$ cat src/rtl/mem_pkg.sv
// Shared encodings for the memory access unit: load/store modes, FSM states
// and big-endian byte offsets.
package mem_pkg;

  typedef logic [1:0] mem_mode_t;
  typedef logic [2:0] mem_state_t;

  localparam mem_mode_t MODE_WORD  = 2'b00;
  localparam mem_mode_t MODE_SBYTE = 2'b01;
  localparam mem_mode_t MODE_UBYTE = 2'b10;
  localparam mem_mode_t MODE_RSVD  = 2'b11;

  localparam mem_state_t ST_IDLE      = 3'd0;
  localparam mem_state_t ST_READ      = 3'd1;
  localparam mem_state_t ST_RMW_READ  = 3'd2;
  localparam mem_state_t ST_RMW_WRITE = 3'd3;
  localparam mem_state_t ST_RESP      = 3'd4;

  // Big-endian: offset 0 is the most significant byte.
  localparam logic [1:0] OFF_B0 = 2'd0;
  localparam logic [1:0] OFF_B1 = 2'd1;
  localparam logic [1:0] OFF_B2 = 2'd2;
  localparam logic [1:0] OFF_B3 = 2'd3;

  // Reserved mode behaves as word, so only the two byte modes are "byte".
  function automatic logic is_byte_mode(input mem_mode_t mode);
    return (mode == MODE_SBYTE) || (mode == MODE_UBYTE);
  endfunction

endpackage

$ cat src/rtl/byte_lane_unit.sv
// Combinational byte lane: extracts and extends a load byte, and merges a
// store byte into a read word for read-modify-write.
module byte_lane_unit
  import mem_pkg::*;
(
  input  logic [31:0] word,
  input  logic [1:0]  offset,
  input  logic [1:0]  mode,
  input  logic [7:0]  byte_in,
  output logic [31:0] load_data,
  output logic [31:0] merged
);

  logic [7:0] sel_byte;

  always_comb begin
    sel_byte = '0;
    merged   = word;
    case (offset)
      OFF_B0: begin sel_byte = word[31:24]; merged[31:24] = byte_in; end
      OFF_B1: begin sel_byte = word[23:16]; merged[23:16] = byte_in; end
      OFF_B2: begin sel_byte = word[15:8];  merged[15:8]  = byte_in; end
      OFF_B3: begin sel_byte = word[7:0];   merged[7:0]   = byte_in; end
      default: ;
    endcase

    load_data = word;
    if (mode == MODE_SBYTE)
      load_data = {{24{sel_byte[7]}}, sel_byte};
    else if (mode == MODE_UBYTE)
      load_data = {24'b0, sel_byte};
  end

endmodule

$ cat src/rtl/mem_access_unit.sv
// Load/store sequencer between a CPU controller and a synchronous word RAM,
// handling byte loads with extension and byte stores via read-modify-write.
module mem_access_unit
  import mem_pkg::*;
#(
  parameter int unsigned ADDR_W = 10
) (
  input  logic              clk,
  input  logic              reset,
  input  logic              req,
  input  logic              we,
  input  logic [1:0]        mode,
  input  logic [31:0]       addr,
  input  logic [31:0]       wdata,
  output logic [31:0]       rdata,
  output logic              done,
  output logic              busy,
  output logic              misalign,
  output logic              ram_en,
  output logic              ram_we,
  output logic [ADDR_W-1:0] ram_addr,
  output logic [31:0]       ram_wdata,
  input  logic [31:0]       ram_rdata
);

  mem_state_t        state;
  mem_mode_t         mode_q;
  logic [1:0]        off_q;
  logic [ADDR_W-1:0] waddr_q;
  logic [7:0]        wbyte_q;
  logic              mis_q;
  logic [31:0]       merge_q;

  logic [31:0] load_data;
  logic [31:0] merged;

  // Upper address bits wrap within the RAM depth.
  logic unused_addr_hi;
  assign unused_addr_hi = ^addr[31:ADDR_W+2];

  byte_lane_unit u_lane (
    .word      (ram_rdata),
    .offset    (off_q),
    .mode      (mode_q),
    .byte_in   (wbyte_q),
    .load_data (load_data),
    .merged    (merged)
  );

  // The acceptance cycle drives the RAM straight from the live inputs so a
  // read issued here returns data in the following state.
  always_comb begin
    ram_en    = 1'b0;
    ram_we    = 1'b0;
    ram_addr  = waddr_q;
    ram_wdata = merge_q;
    case (state)
      ST_IDLE: begin
        if (req) begin
          ram_en    = 1'b1;
          ram_we    = we && !is_byte_mode(mode);
          ram_addr  = addr[ADDR_W+1:2];
          ram_wdata = wdata;
        end
      end
      ST_RMW_WRITE: begin
        ram_en = 1'b1;
        ram_we = 1'b1;
      end
      default: ;
    endcase
    if (reset) begin
      ram_en = 1'b0;
      ram_we = 1'b0;
    end
  end

  always_ff @(posedge clk) begin
    if (reset) begin
      state   <= ST_IDLE;
      rdata   <= '0;
      merge_q <= '0;
      mis_q   <= 1'b0;
      mode_q  <= MODE_WORD;
      off_q   <= '0;
      waddr_q <= '0;
      wbyte_q <= '0;
    end else begin
      case (state)
        ST_IDLE: begin
          if (req) begin
            mode_q  <= mode;
            off_q   <= addr[1:0];
            waddr_q <= addr[ADDR_W+1:2];
            wbyte_q <= wdata[7:0];
            mis_q   <= !is_byte_mode(mode) && (addr[1:0] != 2'b00);
            if (!we)
              state <= ST_READ;
            else if (is_byte_mode(mode))
              state <= ST_RMW_READ;
            else
              state <= ST_RESP;
          end
        end
        ST_READ: begin
          rdata <= load_data;
          state <= ST_RESP;
        end
        ST_RMW_READ: begin
          merge_q <= merged;
          state   <= ST_RMW_WRITE;
        end
        ST_RMW_WRITE: state <= ST_RESP;
        ST_RESP:      state <= ST_IDLE;
        default:      state <= ST_IDLE;
      endcase
    end
  end

  assign done     = (state == ST_RESP);
  assign busy     = (state != ST_IDLE);
  assign misalign = done && mis_q;

endmodule

$ cat config.mk
export PLATFORM = sky130hd
export DESIGN_NAME = mem_access_unit
export DESIGN_NICKNAME = d
export VERILOG_FILES = /design/src/rtl/mem_pkg.sv /design/src/rtl/byte_lane_unit.sv /design/src/rtl/mem_access_unit.sv
export SDC_FILE = /design/constraint.sdc
export NUM_CORES = 1
export LEC_CHECK = 0
export BUFFER_PORTS_ARGS = -buffer_cell sky130_fd_sc_hd__buf_2
export CELL_PAD_IN_SITES_DETAIL_PLACEMENT = 0
export CELL_PAD_IN_SITES_GLOBAL_PLACEMENT = 1
export CORE_MARGIN = 4
export CORE_UTILIZATION = 35
export CTS_CLUSTER_SIZE = 14
export DETAILED_ROUTE_END_ITERATION = 10
export PLACE_DENSITY_LB_ADDON = 0.1
export SKIP_CTS_REPAIR_TIMING = 1
export SKIP_LAST_GASP = 1
export SYNTH_ARGS = -nofsm -noshare
export SYNTH_HDL_FRONTEND = slang
export SYNTH_SLANG_ARGS = --single-unit
export TNS_END_PERCENT = 10
$ cat constraint.sdc
create_clock -name clk -period 2.1 [get_ports clk]
set_input_delay 0.105 -clock clk [delete_from_list [all_inputs] [get_ports clk]]
set_output_delay 0.105 -clock clk [all_outputs]
set_load 0.02 [all_outputs]
## After elaboration in Yosys (flattened, before gate mapping)

Cells that the tools add are included.

| storage, ports and cells | value |
|---|---|
| input port bits | 102 |
| register bits after elaboration | 90 |
| output and inout port bits | 79 |

| cells by class | value |
|---|---|
| mux-type cells | 21 |
| equality and inequality tests | 12 |
| reductions and logical operators | 11 |

Operator list:

| kind | number |
|---|---|
| $mux W32 | 4 |
| $mux W8 | 4 |
| $pmux W8 S4 | 1 |
| $mux W10 | 2 |
| $mux W3 | 3 |
| $pmux W3 S3 | 1 |
| $eq A2 B2 Y1 const B | 4 |
| $eq A2 B1 Y1 const B | 3 |
| $eq A3 B2 Y1 const B | 2 |
| $mux W1 | 4 |
| $pmux W1 S2 | 2 |
| $eq A3 B1 Y1 const B | 1 |
| $eq A3 B3 Y1 const B | 1 |
| $logic_and A1 B1 Y1 | 3 |
| $logic_not A3 Y1 | 1 |
| $reduce_bool A3 Y1 | 1 |
| $logic_not A2 Y1 | 1 |
| $ne A2 B2 Y1 const B | 1 |
| $reduce_and A2 Y1 | 1 |
| $reduce_bool A2 Y1 | 1 |
| $reduce_or A2 Y1 | 1 |
| $logic_not A1 Y1 | 1 |
| $logic_or A1 B1 Y1 | 1 |

## Logic depth before layout (Yosys ltp)

Gate-level depths: netlist of run 1.

| logic depth | value |
|---|---|
| depth in word-level cells | 7 |
| gate-level depth with buffers | 6 |

## By module

A second synthesis of run 1 with hierarchy kept.

| unflattened totals | value |
|---|---|
| cells, all modules | 635 |
| area total of the unflattened synthesis | 4,679.5 um2 |

Modules (own cells, without submodules):

| module | instances | cells each | area each (um2) | sequential area each (um2) |
|---|---|---|---|---|
| mem_access_unit | 1 | 491 | 3,671.0 | 1,801.7 |
| byte_lane_unit | 1 | 144 | 1,008.5 | 0.0 |

## Worst setup path after synthesis of run 1

No wires, ideal clock.

| timing | value |
|---|---|
| path kind | flip-flop to output port |
| start | register state[0] |
| end | output ram_we |
| arrival | 1,813 ps |
| stages on the path, launching flop included | 5 |
| slack | 182 ps |
| path buffers | 1 |
| cell sequence | dfxtp_1 > buf_2 > nor2_1 > nand2_1 > a2111oi_0 |

| on the way | value |
|---|---|
| longest elaborated chain between the ends | 3 |

Ends and longest elaborated chain:

| what | line | text |
|---|---|---|
| start, declared | mem_access_unit.sv:26 | `mem_state_t state;` |
| start signal, assigned | mem_access_unit.sv:80 | `state <= ST_IDLE;` |
| start signal, assigned | mem_access_unit.sv:98 | `state <= ST_READ;` |
| start signal, assigned | mem_access_unit.sv:100 | `state <= ST_RMW_READ;` |
| $eq A3 B2 Y1 or $logic_not A3 Y1 (tied branches) | mem_access_unit.sv:57 | `case (state)` |
| $pmux W1 S2 (*) | mem_access_unit.sv:57 |  |
| $mux W1 (*) | mem_access_unit.sv:72 | `if (reset) begin` |
| end, declared | mem_access_unit.sv:20 | `output logic ram_we,` |

Mark *: on every way between the ends. The rest lies on a longest branch, timed or not.

## Worst setup path after layout of run 1

| timing | value |
|---|---|
| start | register state[2] |
| end | output ram_addr[0] |

| on the way | value |
|---|---|
| longest elaborated chain between the ends | 2 |

Ends and longest elaborated chain:

| what | line | text |
|---|---|---|
| $logic_not A3 Y1 | mem_access_unit.sv:57 |  |
| $mux W10 | -- |  |
| end, declared | mem_access_unit.sv:21 | `output logic [ADDR_W-1:0] ram_addr,` |

Every way passes these cells.

==> results.yml, run 1 <==
timing:
  timing.clock.skew_ns: 0.00781
  rsz0062_at_grt: "no"
  final.period_utilization_pct: 95.4
  fin_setup_tns_ns: 0
  period_needed_ns: 2.00
  max_slew_violation_count: 0
  hold_viol: 0
  worst_pin_slew_ns: 0.730
  fmax_ghz: 0.499
  final_critical_path_setup_slack_ns: 0.0960
  finalSetupViolCount: 0
  max_slew_margin_pct: 51.3
layout:
  fin_util_pct: 45.1
  instances_no_fill: 883
  antenna_cells: 0
  drive_above_1_share_pct: 32.0
  area_growth_syn_to_layout_pct: 26.6
  design.final.nets: 804
  fillerInstances: 1358
floorplan:
  dieArea_um2: 15400
  height_of_the_die_um: 124
  rows: 42
  design.core.area_um2: 13200
  chipWidth_um: 124
  initial_core_util_pct: 35.7
  io_pins: 181
logic_synthesis:
  avgSynthCellArea_um2: 8.31
  combinational_family_with_the_most_area_after_synthesis: "simple AND/OR/NAND/NOR gates"
  synth_simple_gate_area_share_pct: 21.5
  async_reset_ff_share_pct: 0
  synthXorXnorAreaFrac_pct: 0.556
  synthMuxAreaShare_pct: 9.59
  post_synth_num_cell_types: 39
  synthCells: 568
  synth-seq-area-share_pct: 38.2
  number_of_synthesized_flops_with_an_enable_pin: 0
  yosys_warnings: 0
  synth_seq_cells: 90
  synth_compound_gate_area_share_pct: 17.5
  netlist_area_um2: 4720
  synth_nets: 670
  synth_adder_area_share_pct: 5.09
  postSynth.topFlopCell: "sky130_fd_sc_hd__dfxtp_1"
global_route:
  globalRouteOverflowTotal: 0
  grt_first_pass_wirelength_um: 21800
  number_of_antenna_violations_at_the_first_check_in_global_routing: 0
  grt_usage_pct: 18.5
  first_global_vias: 4186
  pin_count_of_the_biggest_net_entering_global_routing: 65
place:
  place_worst_setup_slack_ns: 0.207
  portBuffers: 160
  post-dp-hpwl_um: 10700
  numPlacedInstances: 865
  gpl.final_weighted_congestion: 0.820
drt:
  drt_pass1_iterations: 4
  vias: 4480
  wl_um: 14700
  viasPerCell: 5.07
  post_drt_wl_per_cell_um: 16.6
  antenna_violating_nets_left: 0
  drc_errors: 0
  drt_first_iter_violations: 236
clocking:
  clk-insertion-delay-late_ns: 0.35
  cts_htree_levels: 3
  clock_sink_count: 90
  cts_made_buffers: 9
  cts-root-to-sink-buffers: 2
  ctsRootBufferMaster: "sky130_fd_sc_hd__clkbuf_16"
  tritoncts: "built"
  path_clk_slew_ns: 0.06
critical_path:
  critical_path.startpoint_type: "flop"
  crit_path_end_kind: "output pin"
  timing.critical_path.from: "state[2]"
  r2r-start: "off_q[0]"
  worst_ep_required_time_ns: 2.00
  critical_path_class: "flop to output pin"
  critPathMaxFanout: 24
  arrival_ns: 1.90
worst_hold_path:
  critical_hold_path_startpoint: "wdata[5]"
  holdCritPathClass: "input pin to flop"
status:
  status: "complete, no violations"
pwr:
  static-leakage-power_nw: 2.72
  power_per_cell_area_nw_per_um2: 781
  vdd_ir_drop_max_uv: 390
run:
  drv.max_cap_violation_count: 0
-- worst max-delay path: stages, from the launching register on --
cell	delay, ns
sky130_fd_sc_hd__dfxtp_2	0.39
sky130_fd_sc_hd__nor4b_4	0.35
sky130_fd_sc_hd__clkbuf_16	0.26
sky130_fd_sc_hd__mux2_1	0.35
sky130_fd_sc_hd__buf_2	0.17
-- state kept, by name, indices dropped and copies added (netlist names) --
register  cells
wbyte_q       8
mis_q         1
off_q         2
mode_q        2
merge_q      32
state         3
rdata        32
waddr_q      10
-- synthesized netlist by cell type, types with 4 or more instances --
cell / instances / area, µm²
sky130_fd_sc_hd__o21ai_0: 8 / 40.0
sky130_fd_sc_hd__a2111oi_2: 19 / 285
sky130_fd_sc_hd__nand2_1: 149 / 559
sky130_fd_sc_hd__maj3_1: 24 / 240
sky130_fd_sc_hd__nand3_1: 8 / 40.0
sky130_fd_sc_hd__nor2_1: 65 / 244
sky130_fd_sc_hd__dfxtp_1: 90 / 1800
sky130_fd_sc_hd__mux4_2: 8 / 180
sky130_fd_sc_hd__clkbuf_1: 12 / 45.0
sky130_fd_sc_hd__a21oi_1: 14 / 70.1
sky130_fd_sc_hd__a2111oi_0: 6 / 52.6
sky130_fd_sc_hd__buf_2: 33 / 165
sky130_fd_sc_hd__buf_1: 4 / 15.0
sky130_fd_sc_hd__a311oi_1: 24 / 210
sky130_fd_sc_hd__a211oi_1: 18 / 135
sky130_fd_sc_hd__inv_1: 27 / 101
sky130_fd_sc_hd__mux2_1: 8 / 90.1
sky130_fd_sc_hd__mux2i_1: 16 / 160
sky130_fd_sc_hd__nor2b_1: 10 / 62.6
-- stage by stage --
step | total power [mW] | hold slack [ns] | area, µm²
6_report | 4.67 | 0.0211 | 5980
5_1_grt | 4.92 | 0.0224 | 5980
4_1_cts | 4.71 | 0.0103 | 5940
3_5_place_dp | 3.15 | 0.378 | 5660
3_3_place_gp | 3.13 | 0.374 | 5660
2_1_floorplan | 2.73 | 0.241 | 4720
-- layer usage --
metal  routed length, µm  track usage, %  vias up
li1                    -               -     2238
met1                6550            24.2     2076
met2                6720            29.4      148
met3                1190            6.04       18
met4                 221            5.20        0
met5                   0               0        -
-- power by group --
| group | internal [mW] | total, mW | leakage, nW | switching (mW) |
|---|---|---|---|---|
| Combinational | 0.464 | 1.18 | 1.84 | 0.720 |
| Sequential | 1.83 | 1.93 | 0.736 | 0.0944 |
| Clock | 0.896 | 1.55 | 0.143 | 0.657 |
-- cells by family (layout without fill, tap and decap cells) --
| group | Yosys count | count (layout) |
|---|---|---|
| AO/OA/AOI/OAI | 93 | 93 |
| XOR/XNOR | 3 | 3 |
| adder cells (fa/ha/maj) | 24 | 24 |
| buffers and inverters | 80 | 219 |
| flip-flops | 90 | 90 |
| multiplexers | 34 | 34 |
| AND/OR/NAND/NOR | 244 | 244 |
-- layout make-up --
class                           count  area [µm²]  area share [%]
Multi-Input combinational cell    398        2580            43.2
Sequential cell                    90        1810            30.2
Timing Repair Buffer              175         978            16.4
Clock buffer                       14         274            4.59
Tap cell                          176         220            3.69
Inverter                           28         105            1.76
Clock inverter                      2        10.0           0.168
-- worst paths after layout --
path	slack, ns	endpoint	cells past startpoint
setup reg to reg	0.31	rdata[8]	4
setup / recovery	0.1	ram_addr[0]	4
hold / removal	0.02	wbyte_q[5]	3
hold reg to reg	0.46	mis_q	2
-- cells in the final DEF, fill, tap and decap left out, types with 14 or more instances in the layout --
cell type and instances:
sky130_fd_sc_hd__a311oi_1 24, sky130_fd_sc_hd__maj3_1 24, sky130_fd_sc_hd__a211oi_1 18, sky130_fd_sc_hd__dfxtp_1 87, sky130_fd_sc_hd__nand2_1 149, sky130_fd_sc_hd__buf_2 159, sky130_fd_sc_hd__mux2i_1 16, sky130_fd_sc_hd__inv_1 27
sky130_fd_sc_hd__nor2_1 65, sky130_fd_sc_hd__a21oi_1 14, sky130_fd_sc_hd__a2111oi_2 19
No activity file was read; power rests on OpenSTA's default activity.
==> run 2: changes to the inputs <==
--- a/config.mk
+++ b/config.mk
@@ -13,6 +13,7 @@
 export CTS_CLUSTER_SIZE = 14
 export DETAILED_ROUTE_END_ITERATION = 10
 export PLACE_DENSITY_LB_ADDON = 0.1
+export REMOVE_ABC_BUFFERS = 1
 export SKIP_CTS_REPAIR_TIMING = 1
 export SKIP_LAST_GASP = 1
 export SYNTH_ARGS = -nofsm -noshare
==> run 2 against run 1 <==
  * Non-clock buffer count is 16 higher
  * Fmax down 3.0%
  * Final area grew 3.9%
  * Critical path type unchanged
  * Largest cell class unchanged
==> results.yml, run 2 (same netlist as run 1, synthesis figures left out) <==
critical_path:
  critPathMaxFanout: 6
  worst-path-buf-inv: 4
  cp_top_family: "buffers and inverters"
  critical_path_class: "flop to output pin"
  critical_path.startpoint_type: "flop"
  worst_ep_required_time_ns: 2.00
  crit_path_end_kind: "output pin"
  timing.critical_path.cells: "buf_6, nor4b_4, clkbuf_16, buf_12, mux2_4, buf_4"
  cpPeakStageDelay_ns: 0.35
  highest_delay_cell_along_the_critical_path: "sky130_fd_sc_hd__dfxtp_4"
  arrival_ns: 1.96
floorplan:
  chipWidth_um: 124
  rows: 42
  design.core.area_um2: 13200
  dieArea_um2: 15400
  io_pins: 181
  height_of_the_die_um: 124
  initial_core_util_pct: 35.7
timing:
  timing.clock.skew_ns: 0.00643
  finalSetupViolCount: 0
  rsz0062_at_grt: "yes"
  worst_pin_slew_ns: 1.02
  final_critical_path_setup_slack_ns: 0.0341
  period_needed_ns: 2.07
  hold_viol: 0
  max_slew_margin_pct: 31.4
  fmax_ghz: 0.484
  fin_setup_tns_ns: 0
  final.period_utilization_pct: 98.4
  max_slew_violation_count: 0
clocking:
  cts_htree_levels: 3
  cts-root-to-sink-buffers: 2
  ctsRootBufferMaster: "sky130_fd_sc_hd__clkbuf_16"
  tritoncts: "built"
  clock_sink_count: 90
  path_clk_slew_ns: 0.06
  cts_made_buffers: 9
  clk-insertion-delay-late_ns: 0.35
worst_hold_path:
  holdCritPathClass: "input pin to flop"
global_route:
  pin_count_of_the_biggest_net_entering_global_routing: 49
  grt_usage_pct: 18.5
  first_global_vias: 4177
  globalRouteOverflowTotal: 0
  grt_first_pass_wirelength_um: 22100
  number_of_antenna_violations_at_the_first_check_in_global_routing: 0
layout:
  fillerInstances: 1377
  regArea_um2: 1810
  area_growth_syn_to_layout_pct: 31.5
  area_of_the_multi_input_gates_um2: 2620
  instances_no_fill: 899
  commonest_non_fill_non_tap_cells_in_the_layout: "sky130_fd_sc_hd__nand2_1 (149), sky130_fd_sc_hd__buf_2 (149), sky130_fd_sc_hd__dfxtp_1 (87)"
  drive_above_1_share_pct: 34.4
  top_regs: "merge_q: 32 flops, rdata: 32 flops, waddr_q: 10 flops"
  design.final.nets: 820
  antenna_cells: 0
drt:
  drt_pass1_iterations: 4
  antenna_violating_nets_left: 0
  vias: 4465
  drt_first_iter_violations: 231
  drc_errors: 0
  post_drt_wl_per_cell_um: 16.2
  viasPerCell: 4.97
  wl_um: 14600
place:
  portBuffers: 160
  place_worst_setup_slack_ns: 0.191
  numPlacedInstances: 875
  gpl.final_weighted_congestion: 0.785
  post-dp-hpwl_um: 10200
run:
  drv.max_cap_violation_count: 0
status:
  status: "complete, no violations"
pwr:
  swShare_pct: 31.6
  internal_power_mw: 3.22
  seqPwrFrac_pct: 40.7
  static-leakage-power_nw: 2.83
  clkPwrFrac_pct: 31.6
  vdd_ir_drop_max_uv: 324
  comb_power_share_pct: 27.8
  p_switching_mw: 1.49
  design_power_total_mw: 4.71
  power_per_cell_area_nw_per_um2: 759
-- run 2: area by class of cell --
type	instances	area share [%]
repair buffers	191	19.1
clock inverters	2	0.202
clock buffers	14	4.09
multi-input cells	398	42.3
flip-flops and latches	90	29.1
well taps	176	3.55
inverters	28	1.69
-- run 2: final timing paths --
| kind | from | end | slack (ns) | cells after the start |
|---|---|---|---|---|
| setup / recovery | state[2] | ram_addr[4] | 0.03 | 6 |
| hold / removal | wdata[0] | wbyte_q[0] | 0.02 | 3 |
| setup reg to reg | off_q[0] | rdata[29] | 0.31 | 4 |
| hold reg to reg | mis_q | mis_q | 0.47 | 2 |
-- run 2: per-layer routing --
layer	share of wire [%]	GRT usage (%)	routed length, µm
met2	46	29.9	6750
met5	0	0	0
met4	1.2	5.68	173
met1	47	24.8	6840
met3	5.7	3.72	839
-- run 2: power by group through the flow --
| stage | Clock [mW] | Sequential [mW] | Combinational (mW) |
|---|---|---|---|
| after floorplan | 0 | 2.01 | 0.662 |
| after global placement | 0 | 1.95 | 1.19 |
| after detailed placement | 0 | 1.95 | 1.21 |
| after CTS | 1.53 | 1.92 | 1.22 |
| after global routing | 1.60 | 1.93 | 1.43 |
| final | 1.49 | 1.92 | 1.31 |
-- run 2: tightest hold or removal path: cells and delay by family --
family	cells	cell delay, ns
buffers and inverters	1	0.10
and+or+nand+nor	1	0.06
AOI/OAI and AO/OA	1	0.06
-- run 2: stage by stage --
stage          hold WS [ns]  cell area, µm²  util, %
3_3_place_gp          0.370            5740     43.3
2_1_floorplan         0.174            4470        -
4_1_cts              0.0137            6000     45.3
3_5_place_dp          0.382            5740     43.3
6_report             0.0212            6210     46.9
5_1_grt              0.0208            6210     46.9
